### config.mk
export PLATFORM = sky130hd
export DESIGN_NAME = rectangle_dec_ctrl
export DESIGN_NICKNAME = d
export VERILOG_FILES = /design/src/rtl/rectangle_dec_ctrl.sv
export SDC_FILE = /design/constraint.sdc
export NUM_CORES = 1
export LEC_CHECK = 0
export ABC_AREA = 0
export ABC_CLOCK_PERIOD_IN_PS = 3500
export BUFFER_PORTS_ARGS = -buffer_cell sky130_fd_sc_hd__buf_4
export CORE_ASPECT_RATIO = 0.7
export CORE_MARGIN = 1
export CORE_UTILIZATION = 49
export DETAILED_ROUTE_END_ITERATION = 7
export PLACE_DENSITY_LB_ADDON = 0.1
export RECOVER_POWER = 100
export SLEW_MARGIN = 15
export SYNTH_ARGS = -nofsm -noshare
export SYNTH_HDL_FRONTEND = slang
export SYNTH_SLANG_ARGS = --single-unit
### constraint.sdc
create_clock -name clk -period 3.5 [get_ports clk]
set_clock_uncertainty 0.05 [all_clocks]
set_input_delay 0.35 -clock clk [delete_from_list [all_inputs] [get_ports clk]]
set_output_delay 0.35 -clock clk [all_outputs]
set_load 0.005 [all_outputs]
### src/rtl/rectangle_dec_ctrl.sv
// Iterative RECTANGLE-64 decryption controller: 25 inverse rounds, SBOX_PAR shared inverse column S-boxes.
// Optional synchronous abort input is compiled in when RECT_DEC_ABORT_EN is defined.
module rectangle_dec_ctrl #(
    parameter int SBOX_PAR = 16,
    parameter int NROUNDS  = 25
) (
    input  logic        clk,
    input  logic        rst_n,
`ifdef RECT_DEC_ABORT_EN
    input  logic        abort,
`endif
    input  logic        in_valid,
    output logic        in_ready,
    input  logic [63:0] ct_in,
    output logic        rk_req,
    output logic [4:0]  rk_idx,
    input  logic        rk_valid,
    input  logic [63:0] rk,
    output logic        out_valid,
    input  logic        out_ready,
    output logic [63:0] pt_out
);
    localparam int N      = 16 / SBOX_PAR;
    localparam int PASS_W = (N > 1) ? $clog2(N) : 1;

    typedef enum logic [2:0] {S_IDLE, S_KEY, S_ISR, S_ISB, S_DONE} fsm_t;

    fsm_t              r_fsm, w_fsm_nxt;
    logic [63:0]       r_state, w_state_nxt;
    logic [4:0]        r_round, w_round_nxt;
    logic [PASS_W-1:0] r_pass, w_pass_nxt;
    logic [63:0]       w_isr, w_isb;

    function automatic logic [3:0] sbox_dec(input logic [3:0] x);
        case (x)
            4'h0: sbox_dec = 4'h9;
            4'h1: sbox_dec = 4'h4;
            4'h2: sbox_dec = 4'hF;
            4'h3: sbox_dec = 4'hA;
            4'h4: sbox_dec = 4'hE;
            4'h5: sbox_dec = 4'h1;
            4'h6: sbox_dec = 4'h0;
            4'h7: sbox_dec = 4'h6;
            4'h8: sbox_dec = 4'hC;
            4'h9: sbox_dec = 4'h7;
            4'hA: sbox_dec = 4'h3;
            4'hB: sbox_dec = 4'h8;
            4'hC: sbox_dec = 4'h2;
            4'hD: sbox_dec = 4'hB;
            4'hE: sbox_dec = 4'h5;
            default: sbox_dec = 4'hD;
        endcase
    endfunction

    // Inverse ShiftRow: rows 1/2/3 rotate right by 1/12/13.
    assign w_isr = {r_state[60:48], r_state[63:61],
                    r_state[43:32], r_state[47:44],
                    r_state[16],    r_state[31:17],
                    r_state[15:0]};

    // One S-layer pass: columns r_pass*SBOX_PAR .. +SBOX_PAR-1; bit index is {row, column}.
    always_comb begin
        logic [3:0] v_col;
        logic [3:0] v_nib;
        // NOTE: every variable written here gets a default first so no path leaves it holding (no latch).
        v_col = '0;
        v_nib = '0;
        w_isb = r_state;
        for (int i = 0; i < SBOX_PAR; i++) begin
            v_col = 4'(int'(r_pass) * SBOX_PAR + i);
            v_nib = sbox_dec({r_state[{2'd3, v_col}], r_state[{2'd2, v_col}],
                              r_state[{2'd1, v_col}], r_state[{2'd0, v_col}]});
            w_isb[{2'd3, v_col}] = v_nib[3];
            w_isb[{2'd2, v_col}] = v_nib[2];
            w_isb[{2'd1, v_col}] = v_nib[1];
            w_isb[{2'd0, v_col}] = v_nib[0];
        end
    end

    always_comb begin
        w_fsm_nxt   = r_fsm;
        w_state_nxt = r_state;
        w_round_nxt = r_round;
        w_pass_nxt  = r_pass;
        case (r_fsm)
            S_IDLE: if (in_valid) begin
                w_state_nxt = ct_in;
                w_round_nxt = 5'(NROUNDS);
                w_fsm_nxt   = S_KEY;
            end
            S_KEY: if (rk_valid) begin
                w_state_nxt = r_state ^ rk;
                if (r_round == '0) begin
                    w_fsm_nxt = S_DONE;
                end else begin
                    w_round_nxt = r_round - 5'd1;
                    w_fsm_nxt   = S_ISR;
                end
            end
            S_ISR: begin
                w_state_nxt = w_isr;
                w_pass_nxt  = '0;
                w_fsm_nxt   = S_ISB;
            end
            S_ISB: begin
                w_state_nxt = w_isb;
                if (r_pass == PASS_W'(N - 1)) w_fsm_nxt = S_KEY;
                else                          w_pass_nxt = r_pass + PASS_W'(1);
            end
            S_DONE: if (out_ready) w_fsm_nxt = S_IDLE;
            default: w_fsm_nxt = S_IDLE;
        endcase
`ifdef RECT_DEC_ABORT_EN
        if (abort && (r_fsm != S_IDLE)) begin
            w_fsm_nxt   = S_IDLE;
            w_state_nxt = '0;
            w_round_nxt = '0;
            w_pass_nxt  = '0;
        end
`endif
    end

    // NOTE: sequential state uses non-blocking assignments so all registers update from pre-edge values.
    always_ff @(posedge clk) begin
        if (!rst_n) begin
            r_fsm   <= S_IDLE;
            r_state <= '0;
            r_round <= '0;
            r_pass  <= '0;
        end else begin
            r_fsm   <= w_fsm_nxt;
            r_state <= w_state_nxt;
            r_round <= w_round_nxt;
            r_pass  <= w_pass_nxt;
        end
    end

    assign in_ready  = (r_fsm == S_IDLE);
    assign out_valid = (r_fsm == S_DONE);
    assign rk_req    = (r_fsm == S_KEY);
    assign rk_idx    = r_round;
    assign pt_out    = r_state;

endmodule

==> metrics.md <==
| Metric | Value |
|---|---|
| Violated checks | `max-capacitance violations, max-slew violations` |
| RSZ-0062 raised after global routing | `no` |
| Total Wirelength | `23600 um` |
| Most frequent cells in the layout | `buf_4 (150), nor2_1 (79), o21ai_0 (78), dfxtp_1 (70), clkbuf_4 (65)` |
| Synth Cell Area | `7010 um2` |
| Layout fillers | `1280` |
| Placer Congestion | `0.870` |
| Initial antenna violation count | `0` |
| Initial DRT Pass Iterations | `6` |
| Largest net degree at the start of global routing | `59` |
| Endpoint class of the critical path | `register` |
| PortBufs | `204` |
| Status | `complete, but fails checks` |
| Total GRT Usage | `0.317` |
| # setup viols final | `0` |
| Yosys reg bits | `72` |
| Vias in the first global route | `6861` |
| Hold_sp | `ct_in[14]` |
| Worst VDD drop | `0.000272 V` |
| Hold Crit Class | `in -> reg` |
| Core footprint | `13900 um2` |
| Final worst path period need | `2.91 ns` |
| Critical Path RT | `3.71 ns` |
| Max cap viols | `1` |
| CTS max path bufs | `2` |
| Main synth FF type | `dfxtp_1` |
| Die ar. | `14800 um2` |
| # diodes | `0` |
| Crit-path max FO | `39` |
| Area added between synthesis and finish | `25.7%` |
| Post-synth EDFFs | `0` |
| Initial Util | `0.503` |
| Layout cell share with drive strength beyond 1 | `0.244` |
| Worst Max-Slew Pin Slew | `1.54 ns` |
| Syn Nets | `1078` |
| CTS root buffer | `clkbuf_16` |
| Ys async rst share | `0` |
| CTS Sinks | `72` |
| Commonest non-fill, non-tap cell in the layout | `buf_4` |
| Vias | `7685` |
| Overflow after GRT | `0` |
| Fin. max-slew vios | `11` |
| Latest clock arrival within the worst-skew pair | `0.34 ns` |
| Crit Path Class | `reg -> reg` |
| CTS tree | `done` |
| First-pass GRT wire length | `37100 um` |
| Worst rel slew slack | `-0.0375` |
| Tcrit/Tclk final | `0.832` |
| Final Power | `3.85 mW` |
| DR vias/cell | `6.11` |
| Syn Area/Cell | `7.68 um2` |
| Unique masters post-synth | `49` |
| Drt initial violations | `748` |
| Storage cell area | `1450 um2` |
| Max frequency | `344 MHz` |
| Routed wire length per instance | `18.8 um` |
| Register area share after synthesis | `0.206` |
| PD cells | `437 nW/um2` |
| Post-Synthesis Cells | `912` |
| Fin nets | `1231` |
| Arr. time, crit path | `3.13 ns` |
| CTS hold repair buffers | `0` |
| YS warnings | `0` |
| CP startpoint kind | `register` |
| Reg2reg start | `r_fsm[1]` |
| Htree depth | `3` |
| IO Count | `205` |
| Post-CTS resize count | `0` |
| Setup TNS | `0 ns` |
| Hold Vio Cnt, Final | `0` |
| Worst-path clk slew | `0.06 ns` |
| CTS buffer count | `9` |
| Remaining antenna violation count after routing | `0` |
| Area of the multi-input gates | `4970 um2` |
| Leakage Power | `3.50 nW` |
| Die H | `102 um` |
| Residual DRC | `0` |
| # rows | `36` |
| Critical Path Source | `r_fsm[1]` |
| Postcts setup bufs | `0` |
| HPWL after detailed placement | `16600 um` |
| DIE WIDTH | `145 um` |
-- critical path: stages (launching register included) --
cell and delay, ns:
dfxtp_4 0.61, inv_2 0.23, nor3_1 1.25, buf_4 0.40, o211ai_1 0.11, a31oi_1 0.16
-- cell usage after synthesis, types with 17 or more instances --
master | count | area [um2]
o211ai_1 | 21 | 158
clkbuf_1 | 49 | 184
o21ai_0 | 78 | 390
inv_1 | 61 | 229
a31oi_1 | 26 | 163
buf_2 | 21 | 105
xnor2_1 | 33 | 289
nand2_1 | 42 | 158
a2111oi_1 | 17 | 170
ha_1 | 33 | 413
a2111oi_0 | 23 | 201
mux2i_1 | 49 | 490
dfxtp_1 | 72 | 1440
a21oi_1 | 49 | 245
nor3_1 | 24 | 120
nand2b_1 | 42 | 263
nor2_1 | 79 | 297
-- flip-flops by register name, indices dropped and copies added, names as in the netlist --
signal  cells
rk_idx      5
pt_out     64
r_fsm       3
-- logic make-up (layout without fill, tap and decap cells) --
| kind of cell | Yosys count | in the layout | synth area share |
|---|---|---|---|
| adders and majority gates | 33 | 33 | 0.0589 |
| buffers and inverters | 141 | 296 | 0.0831 |
| muxes | 73 | 73 | 0.121 |
| DFF | 72 | 72 | 0.206 |
| and+or+nand+nor | 233 | 233 | 0.166 |
| AOI/OAI and AO/OA | 312 | 312 | 0.304 |
| xor gates and xnor gates | 48 | 48 | 0.0600 |
-- layout make-up --
cell class / instances / area share
timing repair buffer: 221 / 0.186
inverter: 62 / 0.0264
tap: 190 / 0.0270
clock buffer: 13 / 0.0318
sequential: 72 / 0.165
multi-input combinational: 699 / 0.564
-- metal layers --
metal / global-route usage / routed length (um)
met5: 0 / 0
met4: 0.0794 / 309
met3: 0.0585 / 2250
met2: 0.485 / 10300
met1: 0.457 / 10700
-- path summary, 6_finish.rpt --
check | to | cells after the start | slack, ns
max | pt_out[12] | 5 | 0.59
min | pt_out[14] | 3 | 0.27
max reg2reg | pt_out[12] | 5 | 0.59
min reg2reg | rk_idx[0] | 2 | 0.49
-- metrics by stage --
step,instances,util,cell area (um2),hold slack (ns),setup WS (ns)
floorplan,912,-,7010,0.438,1.69
global placement,1244,0.616,8570,0.482,1.26
detailed placement,1244,0.616,8570,0.479,1.16
CTS,1257,0.636,8850,0.258,1.15
global route,1257,0.633,8800,0.275,0.522
finish,1257,0.633,8800,0.270,0.589
-- report_power, final --
group          switching [mW]  total (mW)  internal (mW)
registers               0.315        1.26          0.946
logic                   0.842        1.69          0.844
clock network           0.355       0.901          0.546
Power figures use the tool's default switching activity.
